===== src/rtl/sobel_edge_binariser_pkg.sv =====
// ---------------------------------------------------------------------------
// sobel_edge_binariser_pkg
//
// Shared definitions for the Sobel edge binariser slice: the frame FSM state
// encoding, the image/word geometry and a small popcount helper used by the
// byte thresholding stage.
//
// Contents:
//   state_t      - frame FSM states (IDLE, RUN, FLUSH, DONE)
//   IMG_PIXELS   - pixels per frame (512 x 512)
//   WORD_PIX     - magnitude pixels per input SRAM word
//   BITMAP_PIX   - bitmap pixels per output SRAM word
//   GROUPS       - input words that make up one bitmap word
//   GROUP_W      - width of the group field inside an input address
//   popcount8    - number of set bits in an 8-bit mask
// ---------------------------------------------------------------------------
package sobel_edge_binariser_pkg;

  typedef enum logic [1:0] {
    IDLE  = 2'd0,
    RUN   = 2'd1,
    FLUSH = 2'd2,
    DONE  = 2'd3
  } state_t;

  localparam int IMG_PIXELS = 262144;
  localparam int WORD_PIX   = 8;
  localparam int BITMAP_PIX = 64;
  localparam int GROUPS     = BITMAP_PIX / WORD_PIX;
  localparam int GROUP_W    = $clog2(GROUPS);

  // Counts the edge bits of one thresholded input word (0..8).
  function automatic logic [3:0] popcount8(input logic [7:0] bits);
    logic [3:0] n;
    n = '0;
    for (int i = 0; i < 8; i++) begin
      n = n + {3'b000, bits[i]};
    end
    return n;
  endfunction

endpackage


===== src/rtl/sobel_edge_binariser_if.sv =====
// ---------------------------------------------------------------------------
// sobel_edge_binariser_if
//
// Bundles the two SRAM write streams seen by the binariser: the magnitude
// write stream coming from the Sobel output stage and the bitmap write
// stream going to the edge-bitmap SRAM.
//
// Signals:
//   we_in, addr_in, data_in    - magnitude word write (8 pixels per word)
//   we_out, addr_out, data_out - bitmap word write (64 pixels per word)
//
// Modports:
//   master - upstream/environment side: drives the magnitude stream and
//            observes the bitmap stream
//   slave  - binariser side: consumes the magnitude stream and drives the
//            bitmap stream
// ---------------------------------------------------------------------------
interface sobel_edge_binariser_if
  import sobel_edge_binariser_pkg::*;
#(
  parameter int ADDR_W = 20
);

  logic                    we_in;
  logic [ADDR_W-1:0]       addr_in;
  logic [WORD_PIX*8-1:0]   data_in;

  logic                    we_out;
  logic [ADDR_W-1:0]       addr_out;
  logic [BITMAP_PIX-1:0]   data_out;

  modport master (
    output we_in,
    output addr_in,
    output data_in,
    input  we_out,
    input  addr_out,
    input  data_out
  );

  modport slave (
    input  we_in,
    input  addr_in,
    input  data_in,
    output we_out,
    output addr_out,
    output data_out
  );

endinterface


===== src/rtl/sobel_byte_threshold.sv =====
// ---------------------------------------------------------------------------
// sobel_byte_threshold
//
// Purely combinational: compares each of the 8 magnitude lanes of an input
// word against the threshold and returns one edge bit per lane plus the
// number of edge bits in the word.
//
// Ports:
//   data      in   8 lanes of PIX_W-bit magnitudes, lane k at [PIX_W*k +: PIX_W]
//   threshold in   magnitude threshold
//   mask      out  bit k = lane k strictly greater than threshold (unsigned)
//   count     out  popcount of mask (0..8)
// ---------------------------------------------------------------------------
module sobel_byte_threshold
  import sobel_edge_binariser_pkg::*;
#(
  parameter int PIX_W = 8
) (
  input  logic [WORD_PIX*PIX_W-1:0] data,
  input  logic [PIX_W-1:0]          threshold,
  output logic [WORD_PIX-1:0]       mask,
  output logic [3:0]                count
);

  // A pixel is an edge only when its magnitude is strictly above the
  // threshold, so a magnitude equal to the threshold yields 0.
  always_comb begin
    mask = '0;
    for (int k = 0; k < WORD_PIX; k++) begin
      mask[k] = (data[k*PIX_W +: PIX_W] > threshold);
    end
  end

  assign count = popcount8(mask);

endmodule


===== src/rtl/sobel_edge_binariser.sv =====
// ---------------------------------------------------------------------------
// sobel_edge_binariser
//
// Sits on the Sobel magnitude SRAM write stream. Each accepted input word
// (8 magnitude pixels) is thresholded into one byte of a 64-pixel bitmap
// word. Completed bitmap words are written to the bitmap SRAM, the number of
// edge pixels in the frame is counted, and frameDone pulses once the frame
// has been flushed.
//
// Ports:
//   clk        in   rising-edge clock
//   reset      in   synchronous active-high reset
//   startEn    in   pulse: start (or restart) a frame, samples threshold
//   frameEnd   in   pulse: flush the pending bitmap word and end the frame
//   threshold  in   magnitude threshold
//   bus        slave modport: magnitude stream in, bitmap stream out
//   edgeCount  out  edge pixels seen in the current frame (saturating)
//   frameDone  out  one-cycle pulse when the frame is complete
//   busy       out  high while the FSM is in RUN or FLUSH
// ---------------------------------------------------------------------------
module sobel_edge_binariser
  import sobel_edge_binariser_pkg::*;
#(
  parameter int                ADDR_W   = 20,
  parameter int                PIX_W    = 8,
  parameter logic [ADDR_W-1:0] OUT_BASE = '0,
  parameter int                CNT_W    = 20
) (
  input  logic                      clk,
  input  logic                      reset,
  input  logic                      startEn,
  input  logic                      frameEnd,
  input  logic [7:0]                threshold,
  sobel_edge_binariser_if.slave     bus,
  output logic [CNT_W-1:0]          edgeCount,
  output logic                      frameDone,
  output logic                      busy
);

  localparam int IDX_W  = ADDR_W - GROUP_W;
  localparam int N_CAND = 4;

  state_t                state;
  state_t                state_next;

  logic [7:0]            thr_reg;
  logic [BITMAP_PIX-1:0] pending;
  logic                  pend_valid;
  logic [IDX_W-1:0]      pend_idx;

  logic                  skid_valid;
  logic [IDX_W-1:0]      skid_idx;
  logic [BITMAP_PIX-1:0] skid_data;

  logic [IDX_W-1:0]      idx_in;
  logic [GROUP_W-1:0]    grp_in;
  logic [WORD_PIX-1:0]   mask;
  logic [3:0]            mask_count;

  logic                  start_take;
  logic                  accept;
  logic                  index_change;
  logic                  group_done;
  logic                  flush_take;
  logic [BITMAP_PIX-1:0] merged;
  logic [CNT_W:0]        count_sum;

  logic [N_CAND-1:0]     cand_valid;
  logic [IDX_W-1:0]      cand_idx  [N_CAND];
  logic [BITMAP_PIX-1:0] cand_data [N_CAND];

  logic                  wr_valid;
  logic [IDX_W-1:0]      wr_idx;
  logic [BITMAP_PIX-1:0] wr_data;
  logic                  skid_valid_next;
  logic [IDX_W-1:0]      skid_idx_next;
  logic [BITMAP_PIX-1:0] skid_data_next;

  sobel_byte_threshold #(
    .PIX_W (PIX_W)
  ) u_threshold (
    .data      (bus.data_in),
    .threshold (thr_reg),
    .mask      (mask),
    .count     (mask_count)
  );

  // Input address split: upper bits select the bitmap word, the low three
  // bits select which byte of that word this input word fills. startEn takes
  // priority over a same-cycle input word so a restart never mixes frames.
  assign idx_in       = bus.addr_in[ADDR_W-1:GROUP_W];
  assign grp_in       = bus.addr_in[GROUP_W-1:0];
  assign start_take   = startEn && ((state == IDLE) || (state == RUN));
  assign accept       = (state == RUN) && bus.we_in && !startEn;
  assign index_change = pend_valid && (pend_idx != idx_in);
  assign group_done   = (grp_in == GROUP_W'(GROUPS - 1));
  assign flush_take   = (state == FLUSH) && pend_valid;
  assign count_sum    = {1'b0, edgeCount} + {{(CNT_W - 3){1'b0}}, mask_count};

  // Builds the bitmap word that results from accepting the current input.
  // A word for a different index starts from zero, so bytes of the new word
  // that never arrive read back as 0 when it is eventually written.
  always_comb begin
    merged = (pend_valid && !index_change) ? pending : '0;
    merged[{grp_in, 3'b000} +: WORD_PIX] = mask;
  end

  // Collects every word that wants to be written this cycle, oldest first:
  // the skid entry from last cycle, the displaced pending word, the word just
  // completed by group 7, and the word flushed at frame end. The first goes
  // to the output register and the next one waits in the skid register.
  // The skid entry is only ever filled when no word stays pending, so the
  // following cycle can add at most one more candidate and nothing is lost.
  always_comb begin
    cand_valid[0] = skid_valid;
    cand_idx[0]   = skid_idx;
    cand_data[0]  = skid_data;
    cand_valid[1] = accept && index_change;
    cand_idx[1]   = pend_idx;
    cand_data[1]  = pending;
    cand_valid[2] = accept && group_done;
    cand_idx[2]   = idx_in;
    cand_data[2]  = merged;
    cand_valid[3] = flush_take;
    cand_idx[3]   = pend_idx;
    cand_data[3]  = pending;

    wr_valid        = 1'b0;
    wr_idx          = '0;
    wr_data         = '0;
    skid_valid_next = 1'b0;
    skid_idx_next   = '0;
    skid_data_next  = '0;
    for (int i = 0; i < N_CAND; i++) begin
      if (cand_valid[i]) begin
        if (!wr_valid) begin
          wr_valid = 1'b1;
          wr_idx   = cand_idx[i];
          wr_data  = cand_data[i];
        end else begin
          skid_valid_next = 1'b1;
          skid_idx_next   = cand_idx[i];
          skid_data_next  = cand_data[i];
        end
      end
    end
  end

  // Frame FSM state register.
  always_ff @(posedge clk) begin
    if (reset) begin
      state <= IDLE;
    end else begin
      state <= state_next;
    end
  end

  // Frame FSM next-state logic. FLUSH and DONE each last exactly one cycle;
  // a startEn during RUN simply stays in RUN with the frame restarted.
  always_comb begin
    state_next = state;
    unique case (state)
      IDLE: begin
        if (startEn) begin
          state_next = RUN;
        end
      end
      RUN: begin
        if (startEn) begin
          state_next = RUN;
        end else if (frameEnd) begin
          state_next = FLUSH;
        end
      end
      FLUSH: begin
        state_next = DONE;
      end
      DONE: begin
        state_next = IDLE;
      end
      default: begin
        state_next = IDLE;
      end
    endcase
  end

  // Status outputs are registered from the next state so that busy lines up
  // with the RUN/FLUSH cycles and frameDone lines up with the DONE cycle.
  always_ff @(posedge clk) begin
    if (reset) begin
      busy      <= 1'b0;
      frameDone <= 1'b0;
    end else begin
      busy      <= (state_next == RUN) || (state_next == FLUSH);
      frameDone <= (state_next == DONE);
    end
  end

  // Frame datapath: threshold latch, pending bitmap word and edge counter.
  // A start clears everything, which also discards a half-built word
  // without writing it. Once a word is emitted nothing stays pending unless
  // the same input started a new word.
  always_ff @(posedge clk) begin
    if (reset) begin
      thr_reg    <= '0;
      pending    <= '0;
      pend_valid <= 1'b0;
      pend_idx   <= '0;
      edgeCount  <= '0;
    end else if (start_take) begin
      thr_reg    <= threshold;
      pending    <= '0;
      pend_valid <= 1'b0;
      edgeCount  <= '0;
    end else if (accept) begin
      edgeCount <= count_sum[CNT_W] ? '1 : count_sum[CNT_W-1:0];
      pend_idx  <= idx_in;
      if (group_done) begin
        pending    <= '0;
        pend_valid <= 1'b0;
      end else begin
        pending    <= merged;
        pend_valid <= 1'b1;
      end
    end else if (flush_take) begin
      pending    <= '0;
      pend_valid <= 1'b0;
    end
  end

  // Bitmap write port and its one-entry skid. The skid keeps draining in
  // every state so a word queued on the last accepted input still goes out
  // after the frame has moved on. addr_out/data_out hold their last value
  // between writes.
  always_ff @(posedge clk) begin
    if (reset) begin
      bus.we_out   <= 1'b0;
      bus.addr_out <= '0;
      bus.data_out <= '0;
      skid_valid   <= 1'b0;
      skid_idx     <= '0;
      skid_data    <= '0;
    end else begin
      bus.we_out <= wr_valid;
      if (wr_valid) begin
        bus.addr_out <= OUT_BASE + {{GROUP_W{1'b0}}, wr_idx};
        bus.data_out <= wr_data;
      end
      skid_valid <= skid_valid_next;
      skid_idx   <= skid_idx_next;
      skid_data  <= skid_data_next;
    end
  end

endmodule


===== src/flat_wrapper.sv =====
// flat-port wrapper written by rule: the top's interface ports become plain ports
module sobel_edge_binariser_flat import sobel_edge_binariser_pkg::*;
#(
  parameter int                ADDR_W   = 20,
  parameter int                PIX_W    = 8,
  parameter logic [ADDR_W-1:0] OUT_BASE = '0,
  parameter int                CNT_W    = 20
)
  (clk, reset, startEn, frameEnd, threshold, edgeCount, frameDone, busy, bus_we_in, bus_addr_in, bus_data_in, bus_we_out, bus_addr_out, bus_data_out);
  sobel_edge_binariser_if #(.ADDR_W(ADDR_W)) bus_i ();
  input  logic clk;
  input  logic reset;
  input  logic startEn;
  input  logic frameEnd;
  input  logic [7:0] threshold;
  output logic [CNT_W-1:0] edgeCount;
  output logic frameDone;
  output logic busy;
  input wire logic [$bits(bus_i.we_in)-1:0] bus_we_in;
  input wire logic [$bits(bus_i.addr_in)-1:0] bus_addr_in;
  input wire logic [$bits(bus_i.data_in)-1:0] bus_data_in;
  output wire logic [$bits(bus_i.we_out)-1:0] bus_we_out;
  output wire logic [$bits(bus_i.addr_out)-1:0] bus_addr_out;
  output wire logic [$bits(bus_i.data_out)-1:0] bus_data_out;
  assign bus_i.we_in = bus_we_in;
  assign bus_i.addr_in = bus_addr_in;
  assign bus_i.data_in = bus_data_in;
  assign bus_we_out = bus_i.we_out;
  assign bus_addr_out = bus_i.addr_out;
  assign bus_data_out = bus_i.data_out;
  sobel_edge_binariser #(.ADDR_W(ADDR_W), .PIX_W(PIX_W), .OUT_BASE(OUT_BASE), .CNT_W(CNT_W)) u_core (.clk(clk), .reset(reset), .startEn(startEn), .frameEnd(frameEnd), .threshold(threshold), .bus(bus_i), .edgeCount(edgeCount), .frameDone(frameDone), .busy(busy));
endmodule

===== config.mk =====
export PLATFORM = sky130hd
export DESIGN_NAME = sobel_edge_binariser_flat
export DESIGN_NICKNAME = d
export VERILOG_FILES = /design/src/rtl/sobel_edge_binariser_pkg.sv /design/src/rtl/sobel_edge_binariser_if.sv /design/src/rtl/sobel_byte_threshold.sv /design/src/rtl/sobel_edge_binariser.sv /design/src/flat_wrapper.sv
export SDC_FILE = /design/constraint.sdc
export NUM_CORES = 1
export LEC_CHECK = 0
export CAP_MARGIN = 20
export CORE_MARGIN = 10
export CORE_UTILIZATION = 30
export DETAILED_ROUTE_END_ITERATION = 16
export PLACE_DENSITY = 0.54
export SLEW_MARGIN = 40
export SYNTH_ARGS = -nofsm -noshare
export SYNTH_HDL_FRONTEND = slang
export SYNTH_SLANG_ARGS = --single-unit

===== constraint.sdc =====
create_clock -name clk -period 8.9 [get_ports clk]
set_clock_uncertainty 0.1 [all_clocks]
set_input_delay 1.78 -clock clk [delete_from_list [all_inputs] [get_ports clk]]
set_output_delay 1.78 -clock clk [all_outputs]
set_load 0.05 [all_outputs]

; Word-level counts from Yosys, hierarchy flattened
; Cells that the tools add are included.
[totals]
reg_bits = 278
in_bits = 97
out_inout_bits = 107
word_cells = 107
[op_classes]
add_sub_neg = 9
order_cmp = 8
eq_ne = 8
shift = 2
n_mux = 49
n_bitwise = 1
reduce_logical = 16
[op_table]
columns = operator, n
row1 = $mux W64, 17
row2 = $mux W17, 13
row3 = $bwmux W64, 1
row4 = $gt A8 B8 Y1, 8
row5 = $shift A8 B8 Y64 const A, 1
row6 = $shiftx A8 B8 Y64, 1
row7 = $add A20 B4 Y21, 1
row8 = $mux W20, 1
row9 = $ne A17 B17 Y1, 1
row10 = $add A4 B1 Y4, 4
row11 = $mux W1, 13
row12 = $eq A2 B2 Y1 const B, 4
row13 = $logic_and A1 B1 Y1, 8
row14 = $neg A6 Y8, 1
row15 = $pmux W2 S4, 1
row16 = $mux W2, 3
row17 = $add A3 B1 Y4, 1
row18 = $eq A2 B1 Y1 const B, 2
row19 = $add A2 B1 Y3, 1
row20 = $eq A3 B3 Y1 const B, 1
row21 = $add A1 B1 Y2, 1
row22 = $logic_not A1 Y1, 2
row23 = $logic_not A2 Y1, 1
row24 = $logic_or A1 B1 Y1, 2
row25 = other kinds (4), 4

; Depth between registers and ports, before layout
; Gate-level depths: netlist (run 1).
[logic_depth]
ltp_word = 10
ltp_mapped = 21
ltp_nobuf = 20

; Cells and area by module
; Synthesis (run 1) repeated with hierarchy kept, for this count alone.
[hier_totals]
cells_unflattened = 1825
hier_area_um2 = 15229.6
[by_module_without_submodules]
columns = mod, n_inst, cells_per_inst, area_each_um2, seq_area_each_um2
row1 = sobel_edge_binariser, 1, 1631, 13616.8, 5565.3
row2 = sobel_byte_threshold, 1, 194, 1612.8, 0.0

; Worst setup path before layout (run 1)
; Ideal clock, no wire load.
[synth_timing]
path_type = in2reg
from = input port bus_data_in[25]
to = register u_core.edgeCount[11]
setup_time_ns = 0.116
arrival_ns = 6.808
required_ns = 8.684
path_slack_ns = 1.876
path_stages = 20
path_buffers = 1
cell_sequence = ha_1 nor2b_1 o211ai_1 a21oi_1 o31ai_2 inv_1 fa_1 inv_1 fa_1 inv_1 fa_1 fa_1 fa_1 a21o_1 a21oi_1 nor4_2 nand3_1 clkbuf_1 nand3_1 o211a_1
[synth_via]
elab_chain_len = 8
[synth_lines]
columns = item, line_no
row1 = "start, declared", flat_wrapper.sv:21  ; input wire logic [$bits(bus_i.data_in)-1:0] bus_data_in;
row2 = $gt A8 B8 Y1, sobel_byte_threshold.sv:30  ; mask[k] = (data[k*PIX_W +: PIX_W] > threshold);
row3 = $add A3 B1 Y4, sobel_edge_binariser_pkg.sv:37  ; n = n + {3'b000, bits[i]};
row4 = $add A4 B1 Y4 (4 in series), sobel_edge_binariser_pkg.sv:37
row5 = $add A20 B4 Y21, sobel_edge_binariser.sv:98  ; assign count_sum = {1'b0, edgeCount} + {{(CNT_W - 3){1'b0}}, mask_count};
row6 = $mux W20, sobel_edge_binariser.sv:216  ; edgeCount <= count_sum[CNT_W] ? '1 : count_sum[CNT_W-1:0];
row7 = "end signal, assigned", sobel_edge_binariser.sv:216
row8 = "end, declared", sobel_edge_binariser.sv:35  ; output logic [CNT_W-1:0] edgeCount,
; Every way passes these cells.
; A chain may end at the register's enable or synchronous reset.

; Worst setup path after layout (run 1)
[layout_timing]
from = input port bus_data_in[9]
to = register u_core.edgeCount[17]
[layout_via]
elab_chain_len = 10
[layout_lines]
columns = item, line_no
row1 = $gt A8 B8 Y1, sobel_byte_threshold.sv:30
row2 = $add A1 B1 Y2, sobel_edge_binariser_pkg.sv:37
row3 = $add A2 B1 Y3, sobel_edge_binariser_pkg.sv:37
row4 = $add A3 B1 Y4, sobel_edge_binariser_pkg.sv:37
row5 = $add A4 B1 Y4 (4 in series), sobel_edge_binariser_pkg.sv:37
row6 = $add A20 B4 Y21, sobel_edge_binariser.sv:98
row7 = $mux W20, sobel_edge_binariser.sv:216
; Every way passes these cells.

==> flow_summary_export.csv, run 1 <==
group,metric,value,unit
worst_hold_path,hold_depth,2,
setup_path,cpMostUsedCell,"fa_1",
global_routing,grt_max_degree,146,
placed_design,dp_worst_setup_slack,1.309,ns
floorplan,die_w,242.4,um
cts,clkTransAtPathRegs,0.06,ns
logic_synthesis,synthFlopType,"dfxtp_1",
logic_synthesis,ys_seq_area_share,37.51,%
floorplan,initial_core_util,30.31,%
power,power.switching,0.8096,mW
finish,area_growth,25.28,%
logic_synthesis,ys_types,53,
global_routing,gr-total-overflow,0,
setup_path,cp_top_family,"adder cells",
worst_hold_path,min_to,"u_core.thr_reg[6]$_SDFFE_PP0P_",
drt,ant_nets,0,
power,seqPwrFrac,41.4,%
worst_hold_path,min_path_type,"reg2reg",
drt,routed_via_density,5.507,
timing,relSlewSlack,43.18,%
setup_path,worstSetupEndpointType,"flip-flop",
global_routing,antenna_found_initial,2,
logic_synthesis,async_flop_share,0,%
global_routing,grt_pass1_wl,80550,um
power,swShare,26.54,%
timing,final-hold-violation-count,0,
timing,max_freq,140.8,MHz
floorplan,fp-row-count,81,
power,irDropWorstVdd,0.1092,mV
floorplan,dieArea,58750,um2
timing,fin_crit_sh,79.78,%
logic_synthesis,syn_area,14840,um2
placed_design,place_congestion,0.7956,
setup_path,r2r-start,"u_core.thr_reg[1]$_SDFFE_PP0P_",
cts,cts_buffer_depth,3,
global_routing,grt_pass1_vias,13270,
drt,firstDrtPassIters,5,
cts,cts_buffers,34,
setup_path,worst-path-buf-inv,5,
setup_path,r2r-end,"u_core.edgeCount[17]$_SDFFE_PP0P_",
global_routing,gr-usage-all-layers,17.01,%
logic_synthesis,synth_edf_count,0,
power,p_leak,6.694,nW
placed_design,dp_cells,2333,
power,powerDensity,164.1,nW/um2
setup_path,critPathRequiredTime,9.22,ns
logic_synthesis,ys_ff_latch,278,
finish,stdcell_count,2396,
finish,layout.nets,1882,
logic_synthesis,synth_cells,1582,
placed_design,post-dp-hpwl,31200,um
status,status,"completed",
floorplan,core,48950,um2
setup_path,r2r_slack,2.82,ns
cts,cts_tree,"done",
finish,drive_gt1_share,13.98,%
finish,final_cell_area,18590,um2
drt,vias,13190,
placed_design,io_buffers,200,
finish,final_core_util,37.97,%
drt,drtIter0Drc,848,
timing,setup_slack,1.799,ns
cts,clock_latency,0.52,ns
placed_design,placed_area,17400,um2
floorplan,num_io_pins,204,
logic_synthesis,avgSynthCellArea,9.378,um2
finish,final_common_cell,"dfxtp_1",
timing,setup_tns,0,ns
setup_path,crit_slowest_cell,"fa_1",
setup_path,crit_type,"in2reg",
setup_path,worstRegToRegCells,21,
timing,finalCriticalPeriod,7.101,ns
setup_path,cpPeakStageDelay,0.51,ns
setup_path,arrival,7.42,ns
power,p_clk_share,46.3,%
drt,wl_per_cell,21.83,um
logic_synthesis,ys_warn_count,0,
run,max_cap_viol_count,0,
finish,top_regs,"u_core.bus.data_out x64, u_core.pending x64, u_core.skid_data x64",
setup_path,critPathLaunchType,"primary input",
drt,drcViolationCount,0,
power,power_frac_comb,12.3,%
timing,worst_pin_slew,0.8523,ns
power,internal-power,2.241,mW
setup_path,cp_max_fo,11,
timing,slew_viol_final,0,
cts,hold_buffers,0,
cts,clock-sinks,278,
drt,routed_wl,52310,um
timing,whs,0.3529,ns
power,fin_total_pwr,3.050,mW
cts,cts-htree-levels,2,
cts,clock-root-buffer,"clkbuf_16",
floorplan,die_y,242.4,um
worst_hold_path,holdCritStartpoint,"u_core.thr_reg[6]$_SDFFE_PP0P_",
timing,rsz0062_at_grt,"false",
finish,final_cell_mix,"dfxtp_1, nand2_1, clkdlybuf4s50_1, a21oi_1, a22o_1",
cts,post-cts-setup-buffer-count,0,
cts,ctsResizeCount,0,
timing,setup_viol,0,
setup_path,crit_chain,"clkdlybuf4s50_1, ha_1, nor2b_1, o211ai_1, a21oi_1, o31ai_2, buf_4, inv_1, fa_1, inv_1, fa_1, inv_1, fa_1, fa_1, fa_1, a21o_1, a21oi_1, nor4_2, nand3_1, a41o_1, nor2_1",
==> how the worst max path moves through the flow <==
| stage | startpoint | end | slack (ns) | cells past startpoint |
|---|---|---|---|---|
| floorplan | bus_data_in[25] | u_core.edgeCount[11]$_SDFFE_PP0P_ | 1.88 | 20 |
| global placement | bus_data_in[9] | u_core.edgeCount[17]$_SDFFE_PP0P_ | 1.32 | 21 |
| detailed placement | bus_data_in[9] | u_core.edgeCount[17]$_SDFFE_PP0P_ | 1.31 | 21 |
| CTS | bus_data_in[9] | u_core.edgeCount[11]$_SDFFE_PP0P_ | 1.86 | 21 |
| global route | bus_data_in[9] | u_core.edgeCount[11]$_SDFFE_PP0P_ | 1.43 | 21 |
| finish | bus_data_in[9] | u_core.edgeCount[17]$_SDFFE_PP0P_ | 1.80 | 21 |
==> routing by layer <==
layer,vias to the layer above,wire (um),global-route usage (%)
met4,2,705,3.458
met1,6562,23350,21.68
met2,361,24990,29.03
li1,6223,-,-
met5,-,13,0
met3,46,3247,3.560
==> synthesized netlist by cell type, drive strengths merged, types with 31 or more instances <==
| cell | instances | area share [%] |
|---|---|---|
| clkbuf | 94 | 2.4 |
| buf | 48 | 1.9 |
| nand2 | 209 | 5.3 |
| nor2 | 83 | 2.1 |
| a22oi | 80 | 4.0 |
| inv | 31 | 0.78 |
| ha | 73 | 6.2 |
| a22o | 97 | 5.7 |
| dfxtp | 278 | 38 |
| mux2i | 64 | 4.3 |
| a21oi | 118 | 4.0 |
| o22ai | 63 | 5.2 |
| o21ai | 37 | 1.2 |
| a221oi | 128 | 10 |
==> tightest hold or removal path: stages, from the launching register on <==
cell,delay [ns]
dfxtp_1,0.31
nand2_1,0.05
a21oi_1,0.05
==> power groups by stage <==
stage	registers, mW	logic [mW]	clock network, mW
floorplan	1.31	0.205	0
global placement	1.29	0.370	0
detailed placement	1.29	0.374	0
CTS	1.26	0.377	1.44
global route	1.26	0.410	1.49
finish	1.26	0.375	1.41
==> layout make-up <==
class,count,area (um2)
clock buffer,53,1045
clock inverter,7,83.83
fill,4863,30370
multi-input combinational,1133,8646
antenna,1,2.502
sequential,278,5569
inverter,31,116.4
tap,664,830.8
timing repair buffer,229,2292
==> cells by family after synthesis <==
family / count (synthesis) / synth area share, %
AOI/OAI and AO/OA: 571 / 33.19
xor gates and xnor gates: 26 / 1.535
buffers and inverters: 173 / 5.069
other: 1 / 0.02528
muxes: 64 / 4.318
DFF: 278 / 37.51
adders and majority gates: 78 / 6.831
and+or+nand+nor: 391 / 11.52
No activity file was read; power rests on OpenSTA's default activity.
==> run 2: changes to the inputs <==
Settings changed: PLACE_DENSITY 0.54 to 0.56.
Clock period 8.9 ns to 6.05 ns, I/O delays scaled along.
==> flow_summary_export.csv, run 2 (synthesis results as in run 1) <==
group,metric,value,unit
power,powerDensity,232.9,nW/um2
run,max_cap_viol_count,0,
global_routing,gr-usage-all-layers,17.03,%
cts,cts-htree-levels,1,
timing,setup_slack,0.2116,ns
floorplan,num_io_pins,204,
drt,routed_wl,52210,um
timing,slew_viol_final,0,
cts,cts_buffer_depth,3,
setup_path,crit_type,"in2reg",
drt,drtIter0Drc,911,
floorplan,core,48950,um2
global_routing,grt_max_degree,66,
setup_path,cp_top_family,"adder cells",
worst_hold_path,hold_depth,2,
drt,wl_per_cell,21.67,um
drt,vias,13300,
finish,stdcell_count,2409,
drt,routed_via_density,5.519,
cts,cts_buffers,31,
timing,final-hold-violation-count,0,
setup_path,r2r_slack,0.64,ns
timing,finalCriticalPeriod,5.838,ns
power,power_frac_comb,14.1,%
timing,setup_tns,0,ns
finish,final_common_cell,"dfxtp_1",
timing,rsz0062_at_grt,"false",
finish,area_growth,25.47,%
status,status,"completed",
setup_path,crit_chain,"clkdlybuf4s50_1, ha_1, nor2b_1, o211ai_1, a21oi_1, o31ai_4, inv_1, fa_1, inv_2, fa_1, inv_1, fa_1, fa_2, fa_2, a21o_1, a21oi_2, buf_4, nor4_4, buf_4, nand3_1, a31oi_1, a211oi_1",
cts,clock-sinks,278,
cts,clock-root-buffer,"clkbuf_16",
setup_path,cpPeakStageDelay,0.57,ns
power,irDropWorstVdd,0.2117,mV
power,swShare,26.67,%
floorplan,fp-row-count,81,
drt,drcViolationCount,0,
floorplan,dieArea,58750,um2
power,p_clk_share,43.0,%
setup_path,r2r-start,"u_core.thr_reg[1]$_SDFFE_PP0P_",
setup_path,critPathRequiredTime,6.43,ns
finish,drive_gt1_share,14.91,%
placed_design,dp_cells,2348,
worst_hold_path,min_path_type,"reg2reg",
placed_design,io_buffers,200,
setup_path,worstRegToRegCells,22,
setup_path,arrival,6.22,ns
power,fin_total_pwr,4.336,mW
drt,firstDrtPassIters,5,
setup_path,critPathLaunchType,"primary input",
timing,fin_crit_sh,96.50,%
finish,top_regs,"u_core.bus.data_out x64, u_core.pending x64, u_core.skid_data x64",
setup_path,worstSetupEndpointType,"flip-flop",
placed_design,dp_worst_setup_slack,-0.5456,ns
placed_design,post-dp-hpwl,32240,um
global_routing,grt_pass1_vias,13140,
finish,layout.nets,1897,
floorplan,die_w,242.4,um
cts,hold_buffers,0,
cts,clkTransAtPathRegs,0.06,ns
cts,clock_latency,0.57,ns
setup_path,worst-path-buf-inv,6,
power,seqPwrFrac,42.9,%
power,internal-power,3.179,mW
global_routing,antenna_found_initial,2,
floorplan,initial_core_util,30.31,%
worst_hold_path,holdCritStartpoint,"u_core.thr_reg[1]$_SDFFE_PP0P_",
setup_path,cpMostUsedCell,"fa_1",
timing,max_freq,171.3,MHz
setup_path,r2r-end,"u_core.edgeCount[16]$_SDFFE_PP0P_",
timing,worst_pin_slew,0.8023,ns
global_routing,gr-total-overflow,0,
floorplan,die_y,242.4,um
cts,cts_tree,"done",
timing,relSlewSlack,46.51,%
setup_path,cp_max_fo,5,
finish,final_cell_mix,"dfxtp_1, nand2_1, clkdlybuf4s50_1, a21oi_1, a22o_1",
power,p_leak,6.721,nW
setup_path,crit_slowest_cell,"fa_1",
global_routing,grt_pass1_wl,80920,um
power,power.switching,1.156,mW
timing,setup_viol,0,
drt,ant_nets,0,
worst_hold_path,min_to,"u_core.thr_reg[1]$_SDFFE_PP0P_",
placed_design,place_congestion,0.8093,
[run 2: power by group through the flow]
stage	logic (mW)	clock network (mW)	registers [mW]
final	0.612	1.86	1.86
after global routing	0.672	1.98	1.86
after CTS	0.603	1.91	1.86
after detailed placement	0.598	0	1.90
after global placement	0.584	0	1.90
after floorplan	0.306	0	1.92
[run 2: worst max-delay path by stage]
stage / startpoint / cells after the start / to / slack [ns]
final: bus_data_in[1] / 22 / u_core.edgeCount[16]$_SDFFE_PP0P_ / 0.21
after global routing: bus_data_in[1] / 22 / u_core.edgeCount[16]$_SDFFE_PP0P_ / 0.006
after CTS: bus_data_in[25] / 20 / u_core.edgeCount[11]$_SDFFE_PP0P_ / 0.07
after detailed placement: bus_data_in[25] / 20 / u_core.edgeCount[10]$_SDFFE_PP0P_ / -0.55
after global placement: bus_data_in[29] / 20 / u_core.edgeCount[10]$_SDFFE_PP0P_ / -0.46
after floorplan: bus_data_in[29] / 20 / u_core.edgeCount[11]$_SDFFE_PP0P_ / 0.009
[run 2: final cells by class]
class | instances | area, um2
tap | 664 | 830.8
timing repair buffer | 247 | 2412
clock buffer | 49 | 933.4
clock inverter | 6 | 61.31
fill | 4797 | 30340
multi-input combinational | 1133 | 8688
inverter | 31 | 116.4
sequential | 278 | 5569
antenna | 1 | 2.502
[run 2: repair_timing]
item | CTS | global route
setup endpoints to repair | 0 | 20
buffers inserted | 0 | 2
resized for setup | 0 | 7
[run 2: worst min-delay path, cell delays in order (launching register included)]
cell     delay (ns)
dfxtp_1        0.31
nand2_1        0.05
a21oi_1        0.05
[run 2: metrics by stage]
step | hold WS, ns | area (um2) | utilization (%)
2_1_floorplan | 0.3363 | 14880 | -
3_3_place_gp | 0.3431 | 17490 | 35.74
3_5_place_dp | 0.3463 | 17520 | 35.80
4_1_cts | 0.3550 | 18520 | 37.83
5_1_grt | 0.3694 | 18610 | 38.03
6_report | 0.3526 | 18610 | 38.03
[run 2: per-layer routing]
metal,part of all wire (%),vias up,track usage [%]
met5,0.023,-,0
met2,47,420,27.95
met4,2.2,2,4.420
met3,6.7,67,3.351
met1,45,6554,22.36
li1,-,6253,-
==> run 3: changes to the inputs <==
Settings changed: GPL_TIMING_DRIVEN set to 0.
==> flow_summary_export.csv, run 3 (synthesis results as in run 1) <==
group,metric,value,unit
status,status,"completed",
floorplan,num_io_pins,204,
cts,clkTransAtPathRegs,0.06,ns
power,irDropWorstVdd,0.1380,mV
floorplan,core,48950,um2
floorplan,initial_core_util,30.31,%
global_routing,grt_use_met1,22.24,%
floorplan,die_w,242.4,um
placed_design,post-dp-hpwl,39340,um
cts,clock-sinks,278,
cts,cts-htree-levels,2,
cts,cts_buffer_depth,3,
setup_path,r2r-end,"u_core.edgeCount[8]$_SDFFE_PP0P_",
finish,final_core_util,39.14,%
power,power.switching,1.229,mW
drt,routed_wl,54600,um
finish,layout.nets,2015,
drt,drcViolationCount,0,
setup_path,crit_path_end,"u_core.edgeCount[8]$_SDFFE_PP0P_",
finish,register_area,5565,um2
setup_path,critPathLaunchType,"primary input",
timing,relSlewSlack,37.93,%
global_routing,met3_usage,4.310,%
power,swShare,26.84,%
timing,worst_pin_slew,0.9310,ns
setup_path,r2r_slack,0.67,ns
global_routing,grt_max_degree,13,
timing,slew_viol_final,0,
worst_hold_path,min_path_type,"reg2reg",
setup_path,crit_type,"in2reg",
power,powerDensity,238.9,nW/um2
finish,multi_input_area,8665,um2
global_routing,gr-total-overflow,0,
drt,vias,13790,
timing,fin_crit_sh,96.18,%
drt,wl_per_cell,21.57,um
finish,final_cell_mix,"dfxtp_1, nand2_1, clkdlybuf4s50_1, a21oi_1, clkbuf_1",
timing,finalCriticalPeriod,5.819,ns
finish,top_regs,"u_core.bus.data_out x64, u_core.pending x64, u_core.skid_data x64",
global_routing,antenna_found_initial,3,
power,seqPwrFrac,40.6,%
cts,clock-root-buffer,"clkbuf_16",
cts,clock_latency,0.56,ns
placed_design,dp_cells,2460,
global_routing,grt.busiest_layer,"met2",
finish,nFillCells,4870,
timing,final-hold-violation-count,0,
finish,area_growth,29.14,%
global_routing,grt_use_met2,28.91,%
power,internal-power,3.349,mW
run,max_cap_viol_count,0,
setup_path,r2r-start,"u_core.thr_reg[1]$_SDFFE_PP0P_",
power,p_leak,6.970,nW
setup_path,worstRegToRegCells,22,
placed_design,io_buffers,199,
floorplan,die_y,242.4,um
finish,stdcell_count,2531,
timing,setup_viol,0,
drt,routed_via_density,5.448,
floorplan,dieArea,58750,um2
global_routing,grt_pass1_vias,13750,
setup_path,worstSetupEndpointType,"flip-flop",
finish,final_common_cell,"dfxtp_1",
setup_path,arrival,6.11,ns
drt,ant_nets,0,
setup_path,startpoint,"bus_data_in[9]",
global_routing,gr-usage-all-layers,17.75,%
cts,cts_tree,"done",
placed_design,place_congestion,0.8484,
cts,hold_buffers,0,
timing,max_freq,171.9,MHz
power,power_frac_comb,13.4,%
timing,rsz0062_at_grt,"false",
setup_path,cp_max_fo,4,
finish,drive_gt1_share,14.81,%
drt,drtIter0Drc,856,
power,p_clk_share,45.9,%
drt,firstDrtPassIters,8,
global_routing,grt_pass1_wl,83070,um
floorplan,fp-row-count,81,
cts,cts_buffers,34,
setup_path,critPathRequiredTime,6.34,ns
==> run 3: changes by cell type in the layout (fill, tap and decap cells not counted), moves of 3 or more <==
cell and change:
buf_1 +4, buf_12 -3, buf_2 +34, buf_4 -24, buf_6 +9, clkbuf_1 +91, clkbuf_16 +4, nor3_2 +3
o31ai_2 -4, o31ai_4 +4
==> run 3: metal layers <==
layer | up-vias | share of wire (%) | wire length, um
met3 | 106 | 6.6 | 3583
met1 | 6739 | 44 | 24030
met5 | - | 0 | 0
met4 | 0 | 3.2 | 1727
met2 | 423 | 46 | 25260
li1 | 6520 | - | -
==> run 3: final cells by class <==
cell class,count,share of cell area [%]
Multi-Input combinational cell,1133,45.23
Sequential cell,278,29.05
Timing Repair Buffer,220,11.44
Clock buffer,50,5.283
Tap cell,664,4.336
Buffer,142,3.370
Clock inverter,10,0.6531
Inverter,31,0.6074
Antenna cell,3,0.03918
==> run 3: worst min path at each step <==
| stage | start | depth (start not counted) | slack, ns | end |
|---|---|---|---|---|
| 6_report | u_core.thr_reg[7]$_SDFFE_PP0P_ | 2 | 0.36 | u_core.thr_reg[7]$_SDFFE_PP0P_ |
| 3_3_place_gp | u_core.thr_reg[5]$_SDFFE_PP0P_ | 2 | 0.34 | u_core.thr_reg[5]$_SDFFE_PP0P_ |
| 4_1_cts | u_core.thr_reg[2]$_SDFFE_PP0P_ | 2 | 0.36 | u_core.thr_reg[2]$_SDFFE_PP0P_ |
| 2_1_floorplan | u_core.thr_reg[1]$_SDFFE_PP0P_ | 2 | 0.34 | u_core.thr_reg[1]$_SDFFE_PP0P_ |
| 3_5_place_dp | u_core.thr_reg[2]$_SDFFE_PP0P_ | 2 | 0.35 | u_core.thr_reg[2]$_SDFFE_PP0P_ |
| 5_1_grt | u_core.thr_reg[4]$_SDFFE_PP0P_ | 2 | 0.38 | u_core.thr_reg[4]$_SDFFE_PP0P_ |
==> run 3: power groups by stage <==
stage / clock network, mW / registers, mW / logic (mW)
after floorplan: 0 / 1.92 / 0.306
after global placement: 0 / 1.90 / 0.538
after detailed placement: 0 / 1.90 / 0.580
after CTS: 2.15 / 1.86 / 0.599
after global routing: 2.22 / 1.86 / 0.669
final: 2.10 / 1.86 / 0.615
==> run 3: metrics by stage <==
step | area [um2] | worst slack (ns) | hold WS [ns] | total power [mW] | setup TNS [ns]
after floorplan | 14880 | 0.009311 | 0.3363 | 2.226 | 0
after global placement | 17700 | -1.209 | 0.3408 | 2.438 | -21.43
after detailed placement | 17870 | -1.091 | 0.3522 | 2.481 | -18.87
after CTS | 19070 | 0.02184 | 0.3610 | 4.609 | 0
after global routing | 19160 | 0.01653 | 0.3798 | 4.752 | 0
final | 19160 | 0.2312 | 0.3554 | 4.577 | 0
==> run 3: timing repair <==
item / 4_1_cts / 5_1_grt
gates resized for setup: 4 / 10
pin swaps: 3 / 14
endpoints found under the setup margin: 20 / 14
gates cloned: 0 / 0
buffers inserted: 7 / 3
==> run 3: critical path: stages <==
cell	delay, ns
clkdlybuf4s50_1	0.41
ha_1	0.28
nor2b_1	0.13
o211ai_1	0.20
a21oi_2	0.10
o31ai_4	0.23
buf_6	0.18
inv_1	0.06
fa_1	0.51
inv_1	0.05
fa_1	0.47
inv_1	0.05
fa_1	0.49
fa_2	0.40
fa_2	0.36
a21o_1	0.19
a21oi_4	0.19
buf_6	0.13
nor3_2	0.06
nand3_1	0.14
xor2_1	0.16
a21oi_1	0.08
==> RTL edit 1, RTL diff (config.mk and constraints of run 2) <==
Add an input register stage for `startEn`, `frameEnd` and `threshold`, with the module's reset; this delays them by one clock. The other inputs are not delayed to match.
--- a/src/rtl/sobel_edge_binariser.sv
+++ b/src/rtl/sobel_edge_binariser.sv
@@ -40,6 +40,22 @@
   localparam int IDX_W  = ADDR_W - GROUP_W;
   localparam int N_CAND = 4;
 
+  logic startEn_q;
+  logic frameEnd_q;
+  logic [7:0] threshold_q;
+
+  always_ff @(posedge clk) begin
+    if (reset) begin
+      startEn_q   <= '0;
+      frameEnd_q  <= '0;
+      threshold_q <= '0;
+    end else begin
+      startEn_q   <= startEn;
+      frameEnd_q  <= frameEnd;
+      threshold_q <= threshold;
+    end
+  end
+
   state_t                state;
   state_t                state_next;
 
@@ -90,8 +106,8 @@
   // priority over a same-cycle input word so a restart never mixes frames.
   assign idx_in       = bus.addr_in[ADDR_W-1:GROUP_W];
   assign grp_in       = bus.addr_in[GROUP_W-1:0];
-  assign start_take   = startEn && ((state == IDLE) || (state == RUN));
-  assign accept       = (state == RUN) && bus.we_in && !startEn;
+  assign start_take   = startEn_q && ((state == IDLE) || (state == RUN));
+  assign accept       = (state == RUN) && bus.we_in && !startEn_q;
   assign index_change = pend_valid && (pend_idx != idx_in);
   assign group_done   = (grp_in == GROUP_W'(GROUPS - 1));
   assign flush_take   = (state == FLUSH) && pend_valid;
@@ -161,14 +177,14 @@
     state_next = state;
     unique case (state)
       IDLE: begin
-        if (startEn) begin
+        if (startEn_q) begin
           state_next = RUN;
         end
       end
       RUN: begin
-        if (startEn) begin
+        if (startEn_q) begin
           state_next = RUN;
-        end else if (frameEnd) begin
+        end else if (frameEnd_q) begin
           state_next = FLUSH;
         end
       end
@@ -208,7 +224,7 @@
       pend_idx   <= '0;
       edgeCount  <= '0;
     end else if (start_take) begin
-      thr_reg    <= threshold;
+      thr_reg    <= threshold_q;
       pending    <= '0;
       pend_valid <= 1'b0;
       edgeCount  <= '0;
Function: changed (Yosys sat finds a counterexample within 4 cycles, from zero or initial values and one cycle with reset high).
==> RTL edit 1 against run 2 <==
Routed wire length increased by 13%. Critical path depth is 2 lower. Power increased by 6.6%. Largest power group is now the clock network. Setup slack gained 0.11 ns. Synthesized area increased by 1.6%. Sequential cell count increased by 10. Core utilization is 0.19 points higher. Cell area rose by 2.4%. Largest cell class unchanged.
==> RTL edit 1: results (changes against run 2) <==
metric,value,unit,change
grt_pass1_vias,14900,,"was 13,100"
ir_worst_vdd,0.000181,V,was 0.000212 V
p_leak,6.34,nW,was 6.72 nW
cts_buffers,35,,was 31
antenna_found_initial,3,,was 2
grt_start_max_net_pins,85,,was 66
htreeDepth,2,,was 1
slowest_stage,fa_1,,unchanged
synthTopCellsByCount,"dfxtp_1, a21oi_1, nand2_1",,"was dfxtp_1, nand2_1, a21oi_1"
reg2reg_slack,0.81,ns,was 0.64 ns
r2r-start,u_core.thr_reg[5],,was u_core.thr_reg[1]
fillers,5106,,"was 4,797"
hold_viol,0,,unchanged
post-place-ws,-0.274,ns,was -0.546 ns
status,"finished, final reports clean",,unchanged
synth_xor_area_frac,0.0151,,was 0.0153
crit_fanout,3,,was 5
yosys_warnings,0,,unchanged
rr_worst_depth,20,,was 22
ys_types,67,,was 53
track_usage,0.188,,was 0.170
yosysSeqAreaShare,0.383,,was 0.375
synthTopCellsByArea,"dfxtp_1, ha_1, a21oi_1, nand3_1, o21ai_0",,"was dfxtp_1, a221oi_2, ha_1, a22o_1, nand2_1"
async_reset_ff_frac,0,,unchanged
drive_gt1_frac,0.0877,,was 0.149
max_stage_delay,0.53,ns,was 0.57 ns
drt_iter0_drc,1509,,was 911
hp-start,u_core.threshold_q[5],,was u_core.thr_reg[1]
syn_area_per_cell,8.20,sq um,was 9.38 sq um
cts_resized,0,,unchanged
drt_first_pass_iters,5,,unchanged
synth_fa_ha_area_frac,0.0673,,was 0.0683
place.gp.congestion,0.798,,was 0.809
nNetsFinal,2156,,"was 1,897"
whs_endpoint,u_core.thr_reg[5],,was u_core.thr_reg[1]
wire_per_inst,21.9,um,was 21.7 um
place_area,0.0178,sq mm,was 0.0175 sq mm
utilization,0.382,,was 0.380
grt_first_pass_wirelength,89500,um,"was 80,900 um"
synth_compound_gate_area_share,0.285,,was 0.332
synth.area.mux_share,0.00731,,was 0.0432
worst_pin_slew,0.888,ns,was 0.802 ns
hpwl,36200,um,"was 32,200 um"
cp.arrival,6.07,ns,was 6.22 ns
dp.cells,2610,,"was 2,348"
route.detailed.drc,0,,unchanged
timing.rr.end,u_core.edgeCount[18],,was u_core.edgeCount[16]
wirelength,58800,um,"was 52,200 um"
layout_top_registers,"u_core.bus.data_out x64, u_core.pending x64, u_core.skid_data x64",,unchanged
viasPerCell,5.70,,was 5.52
-- RTL edit 1: layout make-up --
type	instances	area share
multi-input cells	1360	0.452
flip-flops and latches	288	0.303
repair buffers	262	0.133
clock buffers	50	0.0536
well taps	672	0.0441
clock inverters	13	0.00821
inverters	34	0.00670
diodes	3	0.000394
-- RTL edit 1: through the flow --
| stage | hold WS (ns) | power, mW |
|---|---|---|
| after floorplan | 0.317 | 2.27 |
| after global placement | 0.321 | 2.48 |
| after detailed placement | 0.328 | 2.49 |
| after CTS | 0.344 | 4.65 |
| after global routing | 0.370 | 4.78 |
| final | 0.347 | 4.62 |
-- RTL edit 1: worst max path at each step --
stage	startpoint	end	slack, ns	depth (start not counted)
6_report	bus_data_in[25]	u_core.edgeCount[18]	0.32	20
5_1_grt	bus_data_in[25]	u_core.edgeCount[4]	0.09	20
4_1_cts	bus_data_in[25]	u_core.edgeCount[18]	0.31	20
3_5_place_dp	bus_data_in[25]	u_core.edgeCount[18]	-0.27	20
3_3_place_gp	bus_data_in[25]	u_core.edgeCount[18]	-0.21	20
2_1_floorplan	bus_data_in[7]	u_core.edgeCount[11]	0.04	20
-- RTL edit 1: logic make-up after synthesis --
group                    Yosys count
AO/OA/AOI/OAI                    656
XOR/XNOR                          26
adder cells (fa/ha/maj)           78
buffers and inverters            192
flip-flops                       288
multiplexers                      11
other                              1
AND/OR/NAND/NOR                  586
-- RTL edit 1: worst register-to-register path, delay by kind of cell (launching register included) --
kind                     cells  cell delay (ns)
adder cells (fa/ha/maj)      6             2.67
AO/OA/AOI/OAI                7             1.12
buffers and inverters        5             0.61
flip-flops                   1             0.31
AND/OR/NAND/NOR              2             0.31
-- RTL edit 1: where the power goes --
part / total, mW / leakage, nW / internal, mW / switching (mW)
combinational: 0.531 / 3.43 / 0.211 / 0.320
sequential: 1.93 / 2.33 / 1.91 / 0.0147
clock: 2.16 / 0.586 / 1.27 / 0.889
total: 4.62 / 6.34 / 3.40 / 1.22
-- RTL edit 1: layer usage --
metal,part of all wire,vias to the layer above,global-route usage
met2,0.47,619,0.310
met1,0.43,7444,0.242
met5,0,-,0
li1,-,7135,-
met4,0.027,0,0.0676
met3,0.070,95,0.0328
==> RTL edit 2, RTL diff (config.mk and constraints of run 2) <==
Without the edit above. `CNT_W` is set to 20 in 2 places; all go to 24.
--- a/src/rtl/sobel_edge_binariser.sv
+++ b/src/rtl/sobel_edge_binariser.sv
@@ -24,7 +24,7 @@
   parameter int                ADDR_W   = 20,
   parameter int                PIX_W    = 8,
   parameter logic [ADDR_W-1:0] OUT_BASE = '0,
-  parameter int                CNT_W    = 20
+  parameter int                CNT_W    = 24
 ) (
   input  logic                      clk,
   input  logic                      reset,
--- a/src/flat_wrapper.sv
+++ b/src/flat_wrapper.sv
@@ -4,7 +4,7 @@
   parameter int                ADDR_W   = 20,
   parameter int                PIX_W    = 8,
   parameter logic [ADDR_W-1:0] OUT_BASE = '0,
-  parameter int                CNT_W    = 20
+  parameter int                CNT_W    = 24
 )
   (clk, reset, startEn, frameEnd, threshold, edgeCount, frameDone, busy, bus_we_in, bus_addr_in, bus_data_in, bus_we_out, bus_addr_out, bus_data_out);
   sobel_edge_binariser_if #(.ADDR_W(ADDR_W)) bus_i ();
Interface: changed (resized edgeCount); port bits go from 204 to 208. The function was not compared with the original's and may differ.
==> RTL edit 2 against run 2 <==
Count of clock-buffer cells in the layout up 2. Power up 4.5%. Fmax up 0.31%. Worst hold slack worse by 0.0018 ns. Setup slack better by 0.018 ns. Routed wire length up 0.52%. Cell area down 2.4%. Non-clock buffer count up 13. Global-route usage up 0.73 points. Synthesized area down 3.6%. Sequential cell count up 4. Largest cell class unchanged. Highest routed layer is now met4.
==> RTL edit 2: results (changes against run 2) <==
metric,value,unit,change
ys_types,73,,was 53
wirelength,52500,um,"was 52,200 um"
status,"finished, final reports clean",,unchanged
synthTopCellsByArea,"dfxtp_1, ha_1, nand2_1, a22o_1, a22oi_1",,"was dfxtp_1, a221oi_2, ha_1, a22o_1, nand2_1"
htreeDepth,2,,was 1
drive_gt1_frac,0.0910,,was 0.149
cts_buffers,34,,was 31
max_stage_delay,0.50,ns,was 0.57 ns
path_delay_family,adder cells,,unchanged
post-place-ws,-0.565,ns,was -0.546 ns
ir_worst_vdd,0.000167,V,was 0.000212 V
place.gp.congestion,0.811,,was 0.809
hpwl,34400,um,"was 32,200 um"
syn_area_per_cell,8.84,sq um,was 9.38 sq um
yosys_warnings,0,,unchanged
final-instance-count-excl-fill,2423,,"was 2,409"
antenna_found_initial,2,,unchanged
clkLatencyLatePin,0.53,ns,was 0.57 ns
async_reset_ff_frac,0,,unchanged
worst_pin_slew,0.854,ns,was 0.802 ns
drt_iter0_drc,1066,,was 911
cts-root-buf,clkbuf_16,,unchanged
p_leak,6.39,nW,was 6.72 nW
synthTopCellsByCount,"dfxtp_1, nand2_1, nor2_1",,"was dfxtp_1, nand2_1, a21oi_1"
grt_start_max_net_pins,66,,unchanged
nNetsFinal,1964,,"was 1,897"
slowest_stage,fa_1,,unchanged
grt_pass1_vias,13000,,"was 13,100"
grt_first_pass_wirelength,80100,um,"was 80,900 um"
crit_fanout,4,,was 5
portBuffers,204,,was 200
place_area,0.0169,sq mm,was 0.0175 sq mm
clk_pin_slew_worst_paths,0.06,ns,about the same
track_usage,0.178,,was 0.170
viasPerCell,5.57,,was 5.52
drt_first_pass_iters,5,,unchanged
cp.arrival,6.16,ns,was 6.22 ns
yosysSeqAreaShare,0.395,,was 0.375
## RTL edit 2: cell types whose count changed after synthesis, moves of 29 or more
cell	change
nand2_1	-45
nor2_1	+31
o22ai_1	+36
clkbuf_1	-29
a221oi_1	-37
mux2i_1	-38
a221oi_2	-57
o22ai_2	-60
o21ai_0	+45
## RTL edit 2: final cells by class
cell class / count / area [sq um]
Tap cell: 607 / 759
Multi-Input combinational cell: 1171 / 7980
Clock buffer: 51 / 966
Timing Repair Buffer: 260 / 2480
Clock inverter: 10 / 175
Fill cell: 4685 / 28700
Antenna cell: 2 / 5.00
Inverter: 40 / 150
Sequential cell: 282 / 5650
## RTL edit 2: final timing paths
check	endpoint	slack, ns	cells past startpoint	from
max	u_core.edgeCount[20]	0.23	21	bus_data_in[7]
min	u_core.thr_reg[2]	0.35	2	u_core.thr_reg[2]
max reg2reg	u_core.edgeCount[20]	0.65	22	u_core.thr_reg[1]
min reg2reg	u_core.thr_reg[2]	0.35	2	u_core.thr_reg[2]
## RTL edit 2: logic make-up after synthesis
logic type,synth area share
fa+ha+maj,0.0708
flops,0.395
simple gates,0.152
compound gates,0.290
buf+inv,0.0547
mux,0.0182
other cells,0.000262
xor+xnor,0.0190
## RTL edit 2: timing repair
item,CTS,global route
setup buffers,0,3
gates resized for setup,1,11
hold buffers,0,0
setup endpoints to repair,2,18
pin swaps,0,10
## RTL edit 2: per-layer routing
metal  GRT usage  share of wire  vias up
met5           0              0        -
met3      0.0440          0.078       82
li1            -              -     6440
met1       0.231           0.44     6489
met2       0.287           0.46      476
met4      0.0489          0.023        0
## RTL edit 2: where the power goes
group | switching (mW) | total (mW) | internal [mW]
Sequential | 0.0111 | 1.88 | 1.87
Combinational | 0.323 | 0.538 | 0.215
Clock | 0.831 | 2.11 | 1.28
